`config.mk`:
```
export PLATFORM = sky130hd
export DESIGN_NAME = mmio_button_in
export DESIGN_NICKNAME = d
export VERILOG_FILES = /design/src/rtl/mmio_btn_pkg.sv /design/src/rtl/mmio_button_in_debounce.sv /design/src/rtl/mmio_button_in.sv
export SDC_FILE = /design/constraint.sdc
export NUM_CORES = 1
export LEC_CHECK = 0
export BUFFER_PORTS_ARGS = -buffer_cell sky130_fd_sc_hd__buf_4
export CAP_MARGIN = 10
export CORE_ASPECT_RATIO = 1.75
export CORE_MARGIN = 5
export CORE_UTILIZATION = 55
export CTS_CLUSTER_DIAMETER = 100
export DETAILED_ROUTE_END_ITERATION = 8
export HOLD_SLACK_MARGIN = 0.15
export PLACE_DENSITY = 0.74
export SLEW_MARGIN = 15
export SYNTH_ARGS = -nofsm -noshare
export SYNTH_HDL_FRONTEND = slang
export SYNTH_HIERARCHICAL = 1
export SYNTH_SLANG_ARGS = --single-unit
```
`constraint.sdc`:
```
create_clock -name clk -period 3.5 [get_ports clk]
set_clock_uncertainty 0.2 [all_clocks]
set_input_delay 0.35 -clock clk [delete_from_list [all_inputs] [get_ports clk]]
set_output_delay 0.35 -clock clk [all_outputs]
set_load 0.01 [all_outputs]
```
`src/rtl/mmio_btn_pkg.sv`:
```
`default_nettype none
// ============================================================================
// Module   : mmio_btn_pkg
// Purpose  : Shared definitions for the memory-mapped button input block:
//            register offsets within the 4-word window, the default window
//            base address and the packing rule that places the per-button
//            press counters into the 32-bit COUNT register.
// Revision : 1.0 - initial release
// ============================================================================
package mmio_btn_pkg;

    // Register offsets from the window base address
    localparam logic [1:0] OFF_STATUS = 2'd0;
    localparam logic [1:0] OFF_EVENT  = 2'd1;
    localparam logic [1:0] OFF_COUNT  = 2'd2;
    localparam logic [1:0] OFF_MASK   = 2'd3;

    localparam logic [11:0] c_default_base_addr = 12'hFF0;
    localparam int          c_count_word_w      = 32;

    // COUNT packs counter i at bit i*cnt_w upwards: {.., cnt[1], cnt[0]}.
    function automatic int count_lsb(input int idx, input int cnt_w);
        return idx * cnt_w;
    endfunction

    // Number of bits of counter idx that land inside the 32-bit COUNT word;
    // counters beyond the word are still kept but never read back.
    function automatic int count_visible_bits(input int idx, input int cnt_w);
        int lsb;
        lsb = idx * cnt_w;
        if (lsb >= c_count_word_w)
            return 0;
        else if (lsb + cnt_w > c_count_word_w)
            return c_count_word_w - lsb;
        else
            return cnt_w;
    endfunction

endpackage
`default_nettype wire

```
`src/rtl/mmio_button_in_debounce.sv`:
```
`default_nettype none
// ============================================================================
// Module   : btn_debounce
// Purpose  : One button input path: 2-flop synchroniser, debounce counter,
//            debounced level and a one-cycle rise (press) pulse.
// Ports    : clk      - system clock
//            reset_n  - asynchronous active-low reset
//            raw      - raw asynchronous button level
//            level    - debounced level
//            rise     - one-cycle pulse, high the first cycle level reads 1
// Revision : 1.0 - initial release
// ============================================================================
module btn_debounce #(
    parameter logic [15:0] DEBOUNCE_CYCLES = 16'd50000
) (
    input  logic clk,
    input  logic reset_n,
    input  logic raw,
    output logic level,
    output logic rise
);

    logic        r_sync1;
    logic        r_sync2;
    logic        r_level;
    logic        r_rise;
    logic [15:0] r_cnt;

    logic        w_differ;
    logic        w_accept;

    // The counter measures how long the synchronised input has disagreed
    // with the accepted level; any agreeing sample restarts the measurement.
    assign w_differ = r_sync2 ^ r_level;
    assign w_accept = w_differ && (r_cnt == (DEBOUNCE_CYCLES - 16'd1));

    always_ff @(posedge clk or negedge reset_n) begin
        if (!reset_n) begin
            r_sync1 <= 1'b0;
            r_sync2 <= 1'b0;
            r_level <= 1'b0;
            r_rise  <= 1'b0;
            r_cnt   <= '0;
        end else begin
            r_sync1 <= raw;
            r_sync2 <= r_sync1;
            if (!w_differ || w_accept)
                r_cnt <= '0;
            else
                r_cnt <= r_cnt + 16'd1;
            if (w_accept)
                r_level <= ~r_level;
            // Only an accepted 0->1 change is a press.
            r_rise <= w_accept && !r_level;
        end
    end

    assign level = r_level;
    assign rise  = r_rise;

endmodule
`default_nettype wire

```
`src/rtl/mmio_button_in.sv`:
```
`default_nettype none
// ============================================================================
// Module   : mmio_button_in
// Purpose  : Memory-mapped push-button input peripheral on the dmem bus.
//            Debounces NUM_BTN buttons, latches sticky press events (W1C)
//            and keeps a wrapping press counter per button.
//            Window (word offsets from BASE_ADDR):
//              0 STATUS (RO) debounced levels
//              1 EVENT  sticky press flags, write 1 to clear
//              2 COUNT  packed counters, any write clears all
//              3 MASK   interrupt mask (only with MMIO_BTN_IRQ_EN)
// Options  : `define MMIO_BTN_IRQ_EN adds the MASK register and the irq
//            output irq = registered |(EVENT & MASK); otherwise MASK reads 0
//            and irq is tied low.
// Ports    : clk, reset_n (async active-low), btn_raw[NUM_BTN],
//            addr[12], wEn, dataIn[32] - dmem request
//            dataOut[32], hit - registered read data / window select
//            irq - level interrupt
// Revision : 1.0 - initial release
// ============================================================================
module mmio_button_in
    import mmio_btn_pkg::*;
#(
    parameter int          NUM_BTN         = 5,
    parameter logic [15:0] DEBOUNCE_CYCLES = 16'd50000,
    parameter logic [11:0] BASE_ADDR       = c_default_base_addr,
    parameter int          CNT_W           = 8
) (
    input  logic               clk,
    input  logic               reset_n,
    input  logic [NUM_BTN-1:0] btn_raw,
    input  logic [11:0]        addr,
    input  logic               wEn,
    input  logic [31:0]        dataIn,
    output logic [31:0]        dataOut,
    output logic               hit,
    output logic               irq
);

    localparam int c_used_bits = (NUM_BTN * CNT_W < c_count_word_w) ?
                                 NUM_BTN * CNT_W : c_count_word_w;

    logic [NUM_BTN-1:0] w_level;
    logic [NUM_BTN-1:0] w_rise;
    logic [NUM_BTN-1:0] r_event;
    logic [CNT_W-1:0]   r_cnt [NUM_BTN];
    logic [31:0]        r_dout;
    logic               r_hit;

    logic [11:0]        w_off;
    logic               w_in_win;
    logic               w_wr_event;
    logic               w_wr_count;
    logic [NUM_BTN-1:0] w_w1c;
    logic [NUM_BTN-1:0] w_mask_rd;
    logic [31:0]        w_count_word;
    logic [31:0]        w_rdata;
    logic               w_unused_bits;

    // ------------------------------------------------------------------
    // Per-button input paths
    // ------------------------------------------------------------------
    for (genvar g = 0; g < NUM_BTN; g++) begin : g_btn
        btn_debounce #(
            .DEBOUNCE_CYCLES (DEBOUNCE_CYCLES)
        ) u_debounce (
            .clk     (clk),
            .reset_n (reset_n),
            .raw     (btn_raw[g]),
            .level   (w_level[g]),
            .rise    (w_rise[g])
        );
    end

    // ------------------------------------------------------------------
    // Address decode; subtraction keeps the window test a single compare
    // ------------------------------------------------------------------
    assign w_off      = addr - BASE_ADDR;
    assign w_in_win   = (w_off < 12'd4);
    assign w_wr_event = wEn && w_in_win && (w_off[1:0] == OFF_EVENT);
    assign w_wr_count = wEn && w_in_win && (w_off[1:0] == OFF_COUNT);
    assign w_w1c      = w_wr_event ? dataIn[NUM_BTN-1:0] : '0;

    // Upper write-data bits carry no register state.
    assign w_unused_bits = &{1'b0, dataIn[31:NUM_BTN]};

    // ------------------------------------------------------------------
    // Sticky events (a press in the same cycle as W1C wins) and counters
    // (a press in the same cycle as a clear leaves the count at 1)
    // ------------------------------------------------------------------
    always_ff @(posedge clk or negedge reset_n) begin
        if (!reset_n) begin
            r_event <= '0;
            for (int i = 0; i < NUM_BTN; i++)
                r_cnt[i] <= '0;
        end else begin
            r_event <= (r_event & ~w_w1c) | w_rise;
            for (int i = 0; i < NUM_BTN; i++) begin
                if (w_wr_count)
                    r_cnt[i] <= w_rise[i] ? CNT_W'(1) : '0;
                else
                    r_cnt[i] <= r_cnt[i] + CNT_W'(w_rise[i]);
            end
        end
    end

    // ------------------------------------------------------------------
    // COUNT word packing
    // ------------------------------------------------------------------
    for (genvar g = 0; g < NUM_BTN; g++) begin : g_count_pack
        localparam int c_lsb = count_lsb(g, CNT_W);
        localparam int c_vis = count_visible_bits(g, CNT_W);
        if (c_vis > 0) begin : g_vis
            assign w_count_word[c_lsb +: c_vis] = r_cnt[g][c_vis-1:0];
        end
    end
    if (c_used_bits < c_count_word_w) begin : g_count_pad
        assign w_count_word[c_count_word_w-1:c_used_bits] = '0;
    end

    // ------------------------------------------------------------------
    // Optional interrupt mask
    // ------------------------------------------------------------------
`ifdef MMIO_BTN_IRQ_EN
    logic [NUM_BTN-1:0] r_mask;
    logic               r_irq;
    logic               w_wr_mask;

    assign w_wr_mask = wEn && w_in_win && (w_off[1:0] == OFF_MASK);

    always_ff @(posedge clk or negedge reset_n) begin
        if (!reset_n) begin
            r_mask <= '0;
            r_irq  <= 1'b0;
        end else begin
            if (w_wr_mask)
                r_mask <= dataIn[NUM_BTN-1:0];
            r_irq <= |(r_event & r_mask);
        end
    end

    assign w_mask_rd = r_mask;
    assign irq       = r_irq;
`else
    assign w_mask_rd = '0;
    assign irq       = 1'b0;
`endif

    // ------------------------------------------------------------------
    // Registered read port, same timing as the synchronous data RAM
    // ------------------------------------------------------------------
    always_comb begin
        w_rdata = '0;
        if (w_in_win) begin
            case (w_off[1:0])
                OFF_STATUS: w_rdata[NUM_BTN-1:0] = w_level;
                OFF_EVENT:  w_rdata[NUM_BTN-1:0] = r_event;
                OFF_COUNT:  w_rdata              = w_count_word;
                OFF_MASK:   w_rdata[NUM_BTN-1:0] = w_mask_rd;
                default:    w_rdata              = '0;
            endcase
        end
    end

    always_ff @(posedge clk or negedge reset_n) begin
        if (!reset_n) begin
            r_dout <= '0;
            r_hit  <= 1'b0;
        end else begin
            r_dout <= w_rdata;
            r_hit  <= w_in_win;
        end
    end

    assign dataOut = r_dout;
    assign hit     = r_hit;

endmodule
`default_nettype wire
```
Word level (Yosys, flattened, before mapping) --
Cells that the tools add are included.
Storage, ports and cells: input bits 52, flip-flop bits (word level) 170, word-level logic and storage cells 110, output and inout bits 34
Operators by class: reduce and logical (&&, ||, !) cells 29, add/subtract/negate cells 10, magnitude comparators 1, bitwise operators 13, eq/ne operators 8, mux-type cells 17
Operators by type and width (count):
- 16-bit by 1-bit adder with 16-bit output, second input constant | 5
- 16-bit equality test, second input constant | 5
- 16-bit two-way mux | 5
- 8-bit by 1-bit adder with 8-bit output | 4
- 32-bit two-way mux | 1
- 8-bit two-way mux | 4
- 27-bit two-way mux | 1
- 5-bit one-hot mux with 4 select lines | 1
- 1-bit logical AND | 13
- 12-bit by 3-bit < comparator with 1-bit output, second input constant | 1
- 12-bit subtractor, second input constant | 1
- 1-bit logical NOT | 10
- 5-bit AND | 1
- 1-bit logical OR | 5
- 5-bit two-way mux | 1
- 1-bit inverter | 5
- 5-bit inverter | 1
- 5-bit bitwise OR | 1
- 1-bit XOR | 5
- 2-bit equality test, second input constant | 2
- 1-bit two-way mux | 4
- 2-bit by 1-bit equality test with 1-bit output, second input constant | 1
- 2-bit logical NOT | 1

Depth between registers and ports, before layout --
Gate-level depths: netlist of the first run.
word-level depth 8, gate-level depth with buffers 6, gate-level depth less buffers 5

Cells and area by module --
The synthesis of the first run kept the hierarchy.
Modules (own cells, without submodules):
- btn_debounce | sequential area each 500.5 um2, cells an instance 91, area each 968.4 um2, instances 5
- mmio_button_in | sequential area each 1751.7 um2, cells an instance 254, area each 2969.1 um2, instances 1

Worst setup path after synthesis of the first run --
No wires, ideal clock.
path type register to register, start point register g_btn[0].u_debounce.r_cnt[7], end point register g_btn[0].u_debounce.r_rise, path slack 1.769 ns, arrival time 1.451 ns, stages on the path, launching flop included 6, required time 3.220 ns, buffers on the path 1, setup time 0.080 ns, period minus slack after synthesis 1.731 ns, cell sequence dfrtp_1 > buf_6 > or4b_4 > nor4_2 > nand3_1 > nor3b_2
Between the ends: cells in the longest elaborated chain, start to end 3
Ends and longest elaborated chain:
- from (decl) | RTL line mmio_button_in_debounce.sv:27 | logic [15:0] r_cnt;
- from (signal assigned) | RTL line mmio_button_in_debounce.sv:50 | r_cnt <= r_cnt + 16'd1;
- 16-bit equality test | RTL line mmio_button_in_debounce.sv:35 | assign w_accept = w_differ && (r_cnt == (DEBOUNCE_CYCLES - 16'd1));
- 1-bit logical AND | RTL line mmio_button_in_debounce.sv:35
- 1-bit logical AND | RTL line mmio_button_in_debounce.sv:54 | r_rise <= w_accept && !r_level;
- to (signal assigned) | RTL line mmio_button_in_debounce.sv:54
- to (decl) | RTL line mmio_button_in_debounce.sv:26 | logic r_rise;
No other way between the ends. A chain may end at the register's enable or synchronous reset.

==> flow_summary.json, run 1 <==
{
  "avgSynthCellArea_um2": 11.02,
  "tightestPinTransition_ns": 1.058,
  "cp.required_ns": 3.60,
  "via_per_inst": 5.606,
  "grt_max_degree": 80,
  "drive_above_1_share_pct": 17.15,
  "fillers": 1095,
  "cts_tree": "yes",
  "hp-class": "reg -> reg",
  "cap_violations": 0,
  "ys_warn_count": 6,
  "cts.sinks": 170,
  "die_h_um": 167.7,
  "seq_area_mm2": 0.004254,
  "antenna_cells": 0,
  "clock_latency_ns": 0.42,
  "num_vias": 5404,
  "cts-root-buf": "clkbuf_16",
  "worst-setup-path-type": "in -> reg",
  "tns_ns": 0,
  "portBuffers": 57,
  "synth_edf_count": 0,
  "crit_chain": "dlygate4sd3_1 -> buf_4 -> nand3b_1 -> nor4_4 -> mux2_2",
  "arrival_ns": 2.26,
  "core_area_mm2": 0.01391,
  "min_period_over_period_pct": 61.89,
  "synth-seq-cells": 170,
  "slew_headroom_pct": 28.93,
  "overflow": 0,
  "grt_pass1_wl_um": 25800,
  "dpl.hpwl_um": 10350,
  "min_period_ns": 2.166,
  "clock.fmax_mhz": 461.7,
  "synth_area_mm2": 0.007811,
  "dr.pass1.iters": 5,
  "area_delta_synth_final_pct": 15.15,
  "drtAntennaViolNets": 0,
  "hold_viol": 0,
  "synth_ff_type": "dfrtp_1",
  "synth_fp_nets": 774,
  "p_per_area_mw_per_mm2": 439.0,
  "htreeDepth": 4,
  "rsz0062_at_grt": "no",
  "gp_congestion": 0.8667,
  "grtUsageTotal_pct": 18.84,
  "start_util_pct": 56.17,
  "place_area_mm2": 0.008300,
  "drt-total-wl_um": 14980,
  "synth.distinct_cells": 41,
  "cp_max_fo": 9,
  "cts_buffer_depth": 2,
  "slew_violations": 0,
  "p_leak_nw": 3.843,
  "synthCells": 709,
  "placementRows": 57,
  "design_area_mm2": 0.008995,
  "wl_per_cell_um": 15.54,
  "synth-seq-area-share_pct": 54.46,
  "drc": 0,
  "synth-async-reset-ratio_pct": 100.0,
  "slowest_delay_ns": 0.57,
  "multi_input_area_mm2": 0.003268,
  "clk_pin_slew_ns": 0.07,
  "tritoncts.num_buffers": 17,
  "peakVddDrop_mv": 0.3451,
  "status": "finished clean",
  "setup-violations-final": 0,
  "die-area_mm2": 0.01678,
  "grt_pass1_vias": 5610,
  "start_kind": "input port",
  "nNetsFinal": 839,
  "cpMaxStageDelayCell": "nor4_4",
  "drt-initial-drc-count": 271,
  "critPathCaptureType": "flip-flop",
  "pin_count": 86,
  "antenna_found_initial": 0,
  "die_x_um": 100.1
}
[critical path, delay by kind of cell]
family | cells | cell delay [ns]
multiplexers | 1 | 0.42
AND/OR/NAND/NOR | 2 | 0.77
buffers and inverters | 2 | 0.72
[per-layer routing]
| layer | global-route usage, % | up-vias | part of all wire [%] |
|---|---|---|---|
| met5 | 0 | - | 0 |
| met4 | 7.449 | 0 | 1.2 |
| met3 | 3.664 | 13 | 3.8 |
| met2 | 32.95 | 125 | 54 |
| met1 | 22.61 | 2675 | 41 |
| li1 | - | 2591 | - |
[power by group]
part / total [W] / internal, W / switching (W)
clock: 0.00180 / 0.000950 / 0.000852
sequential: 0.00201 / 0.00199 / 0.0000216
combinational: 0.000139 / 0.0000560 / 0.0000833
total: 0.00395 / 0.00299 / 0.000957
[cells in the mapped netlist (13+ instances only)]
cell | number | area [µm²]
ha_1 | 13 | 162.7
nand4_1 | 35 | 219.0
and2_1 | 27 | 168.9
xnor2_1 | 59 | 516.8
nor4_1 | 26 | 162.7
dfrtp_1 | 170 | 4254
nand2_1 | 22 | 82.58
or3_1 | 17 | 106.4
nand3_1 | 45 | 225.2
nor2_1 | 107 | 401.6
xor2_1 | 28 | 245.2
inv_1 | 18 | 67.56
[final timing paths]
| kind | startpoint | to | slack [ns] | cells after the start |
|---|---|---|---|---|
| max reg2reg | g_btn[0].u_debounce/r_cnt[7] | g_btn[0].u_debounce/r_cnt[2] | 1.53 | 4 |
| min | g_btn[2].u_debounce/r_sync1 | g_btn[2].u_debounce/r_sync2 | 0.15 | 0 |
| min reg2reg | g_btn[2].u_debounce/r_sync1 | g_btn[2].u_debounce/r_sync2 | 0.15 | 0 |
| min in group asynchronous | reset_n | g_btn[4].u_debounce/r_cnt[10] | 0.28 | 2 |
| max in group asynchronous | reset_n | g_btn[2].u_debounce/r_cnt[1] | 1.99 | 3 |
| max | addr[0] | r_cnt[16] | 1.33 | 5 |
[placed cells by master (no fill, tap or decap), types with 2 or more instances in the layout]
cell,netlist,layout
and2_1,27,27
xor2_1,28,28
nor2b_1,5,5
or4b_4,5,5
nand3_1,45,45
nor3_1,10,10
inv_6,0,4
nor4_4,2,2
and3_2,5,5
and4bb_2,5,5
a2bb2oi_1,5,5
clkinv_4,0,3
nor4b_1,5,5
nand2_1,22,22
nor4bb_1,5,5
xnor2_1,59,59
buf_4,11,61
mux2i_1,5,5
clkbuf_16,0,17
inv_1,18,18
nor4_2,5,5
nor4_1,26,26
mux2_2,9,9
inv_8,0,5
dlygate4sd3_1,0,12
and3_1,5,5
nand3b_1,2,2
or3_1,17,17
nand4_1,35,35
nor3b_2,5,5
clkinvlp_4,0,2
o21ai_0,12,12
a31oi_1,5,5
dfrtp_1,170,170
nor2_1,107,107
a21oi_1,12,12
ha_1,13,13
[cell families (layout without fill, tap and decap cells)]
kind of cell / after synthesis / after routing / synth area share, %
AOI/OAI and AO/OA: 34 / 34 / 2.499
adders and majority gates: 13 / 13 / 2.082
and+or+nand+nor: 343 / 343 / 25.52
xor gates and xnor gates: 87 / 87 / 9.755
DFF: 170 / 170 / 54.46
buffers and inverters: 47 / 125 / 3.700
muxes: 14 / 14 / 1.938
other: 1 / 1 / 0.04801
[metrics by stage]
stage / instances / setup slack, ns / power (W) / utilization (%) / hold slack [ns]
after floorplan: 709 / 1.769 / 0.002096 / - / -0.1456
after global placement: 920 / 1.389 / 0.002172 / 59.69 / 0.1356
after detailed placement: 920 / 1.345 / 0.002178 / 59.69 / 0.1365
after CTS: 964 / 1.339 / 0.003995 / 64.68 / 0.1550
after global routing: 964 / 1.231 / 0.004097 / 64.68 / 0.1605
final: 964 / 1.334 / 0.003949 / 64.68 / 0.1533
[layout make-up]
cell class / count / area share, %
tap: 177 / 2.462
timing repair buffer: 75 / 6.774
clock buffer: 17 / 4.729
sequential: 170 / 47.29
inverter: 18 / 0.7511
clock inverter: 15 / 1.655
multi-input combinational: 492 / 36.33
[registers in the layout, summed over array words and instances, names as in the netlist]
signal / cells
g_btn.u_debounce/r_cnt: 80
dataOut: 32
r_cnt: 32
g_btn.u_debounce/level: 5
g_btn.u_debounce/r_sync1: 5
g_btn.u_debounce/r_sync2: 5
g_btn.u_debounce/rise: 5
r_event: 5
hit: 1
[what timing repair did]
action,CTS,global route
setup endpoints to repair,0,0
setup buffers,0,0
hold buffers,12,0
resized for setup,0,0
endpoints found under the hold margin,74,0
Note: power is estimated with default switching activity, not from simulation.
==> run 2, diff against run 1 <==
--- a/config.mk
+++ b/config.mk
@@ -9,7 +9,7 @@
 export CAP_MARGIN = 10
 export CORE_ASPECT_RATIO = 1.75
 export CORE_MARGIN = 5
-export CORE_UTILIZATION = 55
+export CORE_UTILIZATION = 53
 export CTS_CLUSTER_DIAMETER = 100
 export DETAILED_ROUTE_END_ITERATION = 8
 export HOLD_SLACK_MARGIN = 0.15
==> constraint.sdc (replaced) <==
create_clock -name clk -period 1.96 [get_ports clk]
set_clock_uncertainty 0.2 [all_clocks]
set_input_delay 0.196 -clock clk [delete_from_list [all_inputs] [get_ports clk]]
set_output_delay 0.196 -clock clk [all_outputs]
set_load 0.01 [all_outputs]
==> run 2 against run 1 <==
Against the previous run:
- count of clock-buffer cells in the layout unchanged
- via count increased by 2.0%
- combinational power increased by 120%
- routed wire length increased by 2.6%
- total power increased by 80%
- cell area increased by 3.8%
- die area increased by 3.5%
==> flow_summary.json, run 2 (synthesis results as in run 1) <==
{
  "status": "finished clean",
  "r2r_setup_slack_ns": 0.12,
  "clk_pin_slew_ns": 0.07,
  "area_delta_synth_final_pct": 19.49,
  "largest-register": "g_btn.u_debounce/r_cnt",
  "final_cell_mix": "170 x dfrtp_1, 107 x nor2_1, 73 x buf_4, 59 x xnor2_1, 45 x nand3_1",
  "drt-initial-drc-count": 212,
  "slew_violations": 0,
  "tritoncts.num_buffers": 17,
  "dpl.hpwl_um": 10390,
  "cap_violations": 0,
  "p_per_area_mw_per_mm2": 762.9,
  "die_h_um": 170.6,
  "cts_tree": "yes",
  "drt-total-wl_um": 15370,
  "setup-violations-final": 0,
  "critPathCaptureType": "flip-flop",
  "gp_congestion": 0.9007,
  "clock.fmax_mhz": 535.7,
  "place_area_mm2": 0.008494,
  "nNetsFinal": 870,
  "largest_register_ffs": 80,
  "die-area_mm2": 0.01736,
  "hold_viol": 0,
  "hold_path_end": "g_btn[1].u_debounce/r_sync2",
  "via_per_inst": 5.521,
  "cts_buffer_depth": 2,
  "postCtsSetupBuffers": 0,
  "cts-root-buf": "clkbuf_16",
  "tns_ns": 0,
  "cts.sinks": 170,
  "grt_max_degree": 56,
  "timing.hold.ws_ns": 0.1531,
  "drc": 0,
  "rr_worst_depth": 4,
  "min_period_ns": 1.867,
  "start_kind": "input port",
  "hold_start": "g_btn[1].u_debounce/r_sync1",
  "clock_latency_ns": 0.42,
  "cp.required_ns": 2.06,
  "drtAntennaViolNets": 0,
  "die_x_um": 101.8,
  "num_vias": 5510,
  "peakVddDrop_mv": 0.6299,
  "dr.pass1.iters": 5,
  "rsz0062_at_grt": "no",
  "r2r-end": "g_btn[2].u_debounce/rise",
  "p_leak_nw": 4.017,
  "post-route-util_pct": 64.63,
  "htreeDepth": 4,
  "power.total_w": 0.007121,
  "core_area_mm2": 0.01444,
  "layout_commonest_cell": "dfrtp_1",
  "grtUsageTotal_pct": 18.89,
  "overflow": 0,
  "arrival_ns": 1.97,
  "placementRows": 58,
  "min_period_over_period_pct": 95.24,
  "design_area_mm2": 0.009334,
  "wl_per_cell_um": 15.40,
  "grt_pass1_vias": 5707,
  "r2r-start": "g_btn[2].u_debounce/r_cnt[12]",
  "drive_above_1_share_pct": 18.70,
  "start_util_pct": 54.09,
  "fillers": 1076,
  "antenna_cells": 0,
  "antenna_found_initial": 0,
  "pin_count": 86,
  "cp_max_fo": 17,
  "worst-setup-path-type": "in -> reg",
  "hp-class": "reg -> reg",
  "hold_depth": 0,
  "grt_pass1_wl_um": 26320,
  "portBuffers": 57
}
[run 2: cell types whose count changed in the layout (fill, tap and decap cells not counted)]
cell	previous run	this run
dlygate4sd3_1	12	26
buf_4	61	73
buf_12	1	6
clkinv_2	0	1
clkinv_4	3	2
clkinv_8	1	2
clkinvlp_4	2	1
inv_6	4	5
inv_8	5	4
nor2b_1	5	4
nor2b_2	0	1
[run 2: worst max-delay path, cell delays in order]
cell and delay, ns:
dlygate4sd3_1 0.55, buf_4 0.14, nand4bb_4 0.25, nor4_4 0.30
buf_12 0.19, mux2_2 0.33
[run 2: where the power goes]
part / leakage [nW] / switching, W / total (W) / internal, W
Combinational: 1.54 / 0.000159 / 0.000299 / 0.000140
Sequential: 2.19 / 0.0000383 / 0.00358 / 0.00355
Clock: 0.282 / 0.00154 / 0.00324 / 0.00170
[run 2: through the flow]
stage / setup slack (ns) / instances
6_report: 0.09332 / 998
5_1_grt: 0.01738 / 998
4_1_cts: 0.05090 / 998
3_5_place_dp: 0.1370 / 940
3_3_place_gp: 0.1590 / 940
2_1_floorplan: 0.2293 / 709
[run 2: worst max-delay path by stage]
| stage | start | endpoint | slack (ns) | cells past startpoint |
|---|---|---|---|---|
| global placement | g_btn[0].u_debounce/r_cnt[12] | g_btn[0].u_debounce/rise | 0.16 | 4 |
| CTS | addr[1] | dataOut[2] | 0.05 | 6 |
| floorplan | g_btn[0].u_debounce/r_cnt[7] | g_btn[0].u_debounce/rise | 0.23 | 5 |
| finish | addr[2] | r_cnt[8] | 0.09 | 6 |
| global route | g_btn[3].u_debounce/r_cnt[0] | g_btn[3].u_debounce/r_cnt[4] | 0.02 | 6 |
| detailed placement | g_btn[0].u_debounce/r_cnt[12] | g_btn[0].u_debounce/rise | 0.14 | 4 |
[run 2: cell type report]
cell class              count  area (µm²)  share of cell area, %
clock buffers              17       425.4                  4.558
repair buffers            106       939.7                  10.07
multi-input cells         492        3271                  35.04
well taps                 180       225.2                  2.413
flip-flops and latches    170        4254                  45.58
clock inverters            15       151.4                  1.622
inverters                  18       67.56                 0.7239
[run 2: what timing repair did]
action / in CTS / in global routing
endpoints found under the hold margin: 196 / 0
endpoints found under the setup margin: 0 / 1
hold buffers: 26 / 0
resized for setup: 0 / 1
[run 2: layer usage]
| layer | part of all wire [%] | vias to the layer above | global-route usage, % |
|---|---|---|---|
| met5 | 0 | - | 0 |
| met4 | 1.8 | 0 | 7.407 |
| met3 | 4.0 | 22 | 3.264 |
| met2 | 54 | 142 | 33.55 |
| met1 | 40 | 2692 | 22.46 |
| li1 | - | 2654 | - |
==> run 3, diff against run 2 <==
--- a/config.mk
+++ b/config.mk
@@ -13,7 +13,7 @@
 export CTS_CLUSTER_DIAMETER = 100
 export DETAILED_ROUTE_END_ITERATION = 8
 export HOLD_SLACK_MARGIN = 0.15
-export PLACE_DENSITY = 0.74
+export PLACE_DENSITY = 0.76
 export SLEW_MARGIN = 15
 export SYNTH_ARGS = -nofsm -noshare
 export SYNTH_HDL_FRONTEND = slang
==> run 3 against run 2 <==
Against the previous run:
- sequential power about the same
- cell count increased by 0.20%
- count of clock-buffer cells in the layout grew 3
- routed wire length up 0.72%
- clock power hardly changed
- setup slack lost 0.016 ns
- maximum frequency is 0.85% lower
- hold slack got worse by 0.0039 ns
- register-to-register slack improved by 0.02 ns
==> flow_summary.json, run 3 (synthesis results as in run 1) <==
{
  "die-area_mm2": 0.01736,
  "hold_path_end": "g_btn[2].u_debounce/r_sync2",
  "start_util_pct": 54.09,
  "placementRows": 58,
  "r2r-start": "g_btn[4].u_debounce/r_cnt[12]",
  "drtAntennaViolNets": 0,
  "peakVddDrop_mv": 0.4941,
  "slowest_delay_ns": 0.66,
  "timing.hold.ws_ns": 0.1492,
  "grtUsageTotal_pct": 19.31,
  "hp-class": "reg -> reg",
  "min_period_ns": 1.883,
  "status": "finished clean",
  "start_kind": "input port",
  "area_delta_synth_final_pct": 19.49,
  "instances_no_fill": 1000,
  "num_vias": 5573,
  "rsz0062_at_grt": "no",
  "rr_worst_depth": 4,
  "hold_depth": 0,
  "antenna_found_initial": 0,
  "route.met3.wl_um": 655,
  "setup-violations-final": 0,
  "drive_above_1_share_pct": 19.15,
  "grt_pass1_vias": 5685,
  "hold_start": "g_btn[2].u_debounce/r_sync1",
  "drt-initial-drc-count": 349,
  "cts.sinks": 170,
  "drt-total-wl_um": 15480,
  "overflow": 0,
  "cap_violations": 0,
  "cts_buffer_depth": 2,
  "nNetsFinal": 872,
  "grt_pass1_wl_um": 26660,
  "via_per_inst": 5.573,
  "drc": 0,
  "htreeDepth": 4,
  "dr.pass1.iters": 5,
  "routed-wl-met2_um": 8406,
  "pin_count": 86,
  "worst-setup-path-type": "in -> reg",
  "clk_pin_slew_ns": 0.07,
  "arrival_ns": 1.99,
  "min_period_over_period_pct": 96.05,
  "p_leak_nw": 4.004,
  "clock.fmax_mhz": 531.2,
  "die_x_um": 101.8,
  "clock_latency_ns": 0.43,
  "placed_cells": 940,
  "crit_chain": "buf_4 -> nand4_4 -> dlygate4sd3_1 -> nor4_4 -> buf_12 -> mux2_2",
  "slew_violations": 0,
  "tritoncts.num_buffers": 17,
  "p_per_area_mw_per_mm2": 760.5,
  "critPathCaptureType": "flip-flop",
  "cts-root-buf": "clkbuf_16",
  "cpMaxStageDelayCell": "dlygate4sd3_1",
  "largest-register": "g_btn.u_debounce/r_cnt",
  "gp_congestion": 0.8778,
  "antenna_cells": 0,
  "top_layer": "met4",
  "cp_max_fo": 22,
  "cp.required_ns": 2.07,
  "tns_ns": 0,
  "dpl.hpwl_um": 10870,
  "core_area_mm2": 0.01444,
  "grt_max_degree": 58,
  "cts_tree": "yes",
  "largest_register_ffs": 80,
  "r2r_setup_slack_ns": 0.14,
  "layout_commonest_cell": "dfrtp_1",
  "portBuffers": 57,
  "r2r-end": "g_btn[4].u_debounce/rise",
  "drt-met1-wl_um": 6025,
  "final_cell_mix": "170 x dfrtp_1, 107 x nor2_1, 78 x buf_4, 59 x xnor2_1, 45 x nand3_1",
  "die_h_um": 170.6,
  "wl_per_cell_um": 15.48,
  "hold_viol": 0
}
==> run 3: changes by cell type in the layout (fill, tap and decap cells not counted), moves of 2 or more <==
cell,before,now
buf_4,73,78
clkbuf_8,0,2
clkinv_8,2,0
clkinvlp_4,1,6
dlygate4sd3_1,26,22
inv_6,5,3
inv_8,4,0
==> run 3: how the worst max path moves through the flow <==
stage,from,endpoint,slack [ns],cells after the start
floorplan,g_btn[0].u_debounce/r_cnt[7],g_btn[0].u_debounce/rise,0.23,5
global placement,g_btn[3].u_debounce/r_cnt[12],g_btn[3].u_debounce/rise,0.19,4
detailed placement,g_btn[4].u_debounce/r_cnt[12],g_btn[4].u_debounce/rise,0.17,4
CTS,addr[0],dataOut[2],0.007,6
global route,addr[7],r_event[3],0.005,7
finish,addr[6],r_cnt[8],0.08,6
==> run 3: where the power goes <==
group / internal (W) / switching, W
logic: 0.000139 / 0.000164
clock network: 0.00183 / 0.00138
registers: 0.00355 / 0.0000392
total: 0.00551 / 0.00159
==> run 3: metrics by stage <==
stage / total power [W] / utilization (%) / setup WS (ns) / area [µm²]
after detailed placement: 0.003917 / 58.73 / 0.1707 / 8482
after global routing: 0.007362 / 64.63 / 0.005299 / 9334
after global placement: 0.003903 / 58.73 / 0.1851 / 8482
after CTS: 0.007176 / 64.36 / 0.006810 / 9294
final: 0.007099 / 64.63 / 0.07741 / 9334
after floorplan: 0.003742 / - / 0.2293 / 7811
==> run 3: routing by layer <==
| metal | vias to the layer above | track usage (%) |
|---|---|---|
| li1 | 2658 | - |
| met1 | 2752 | 22.77 |
| met2 | 128 | 33.75 |
| met3 | 35 | 4.366 |
| met4 | 0 | 7.581 |
| met5 | - | 0 |
==> run 3: what timing repair did <==
action | 4_1_cts | 5_1_grt
buffers inserted | 0 | 5
hold endpoints to repair | 189 | 0
endpoints found under the setup margin | 0 | 4
hold buffers | 24 | 0
resized for setup | 0 | 3
==> run 3: area by class of cell <==
| type | count | area (µm²) |
|---|---|---|
| clock buffer | 20 | 456.7 |
| inverter | 18 | 67.56 |
| clock inverter | 12 | 115.1 |
| fill | 1087 | 5107 |
| timing repair buffer | 108 | 940.9 |
| multi-input combinational | 492 | 3274 |
| sequential | 170 | 4254 |
| tap | 180 | 225.2 |
==> run 3: critical path: cells and delay by family <==
kind,cells,cell delay [ns]
buffers and inverters,3,0.96
muxes,1,0.34
and+or+nand+nor,2,0.49
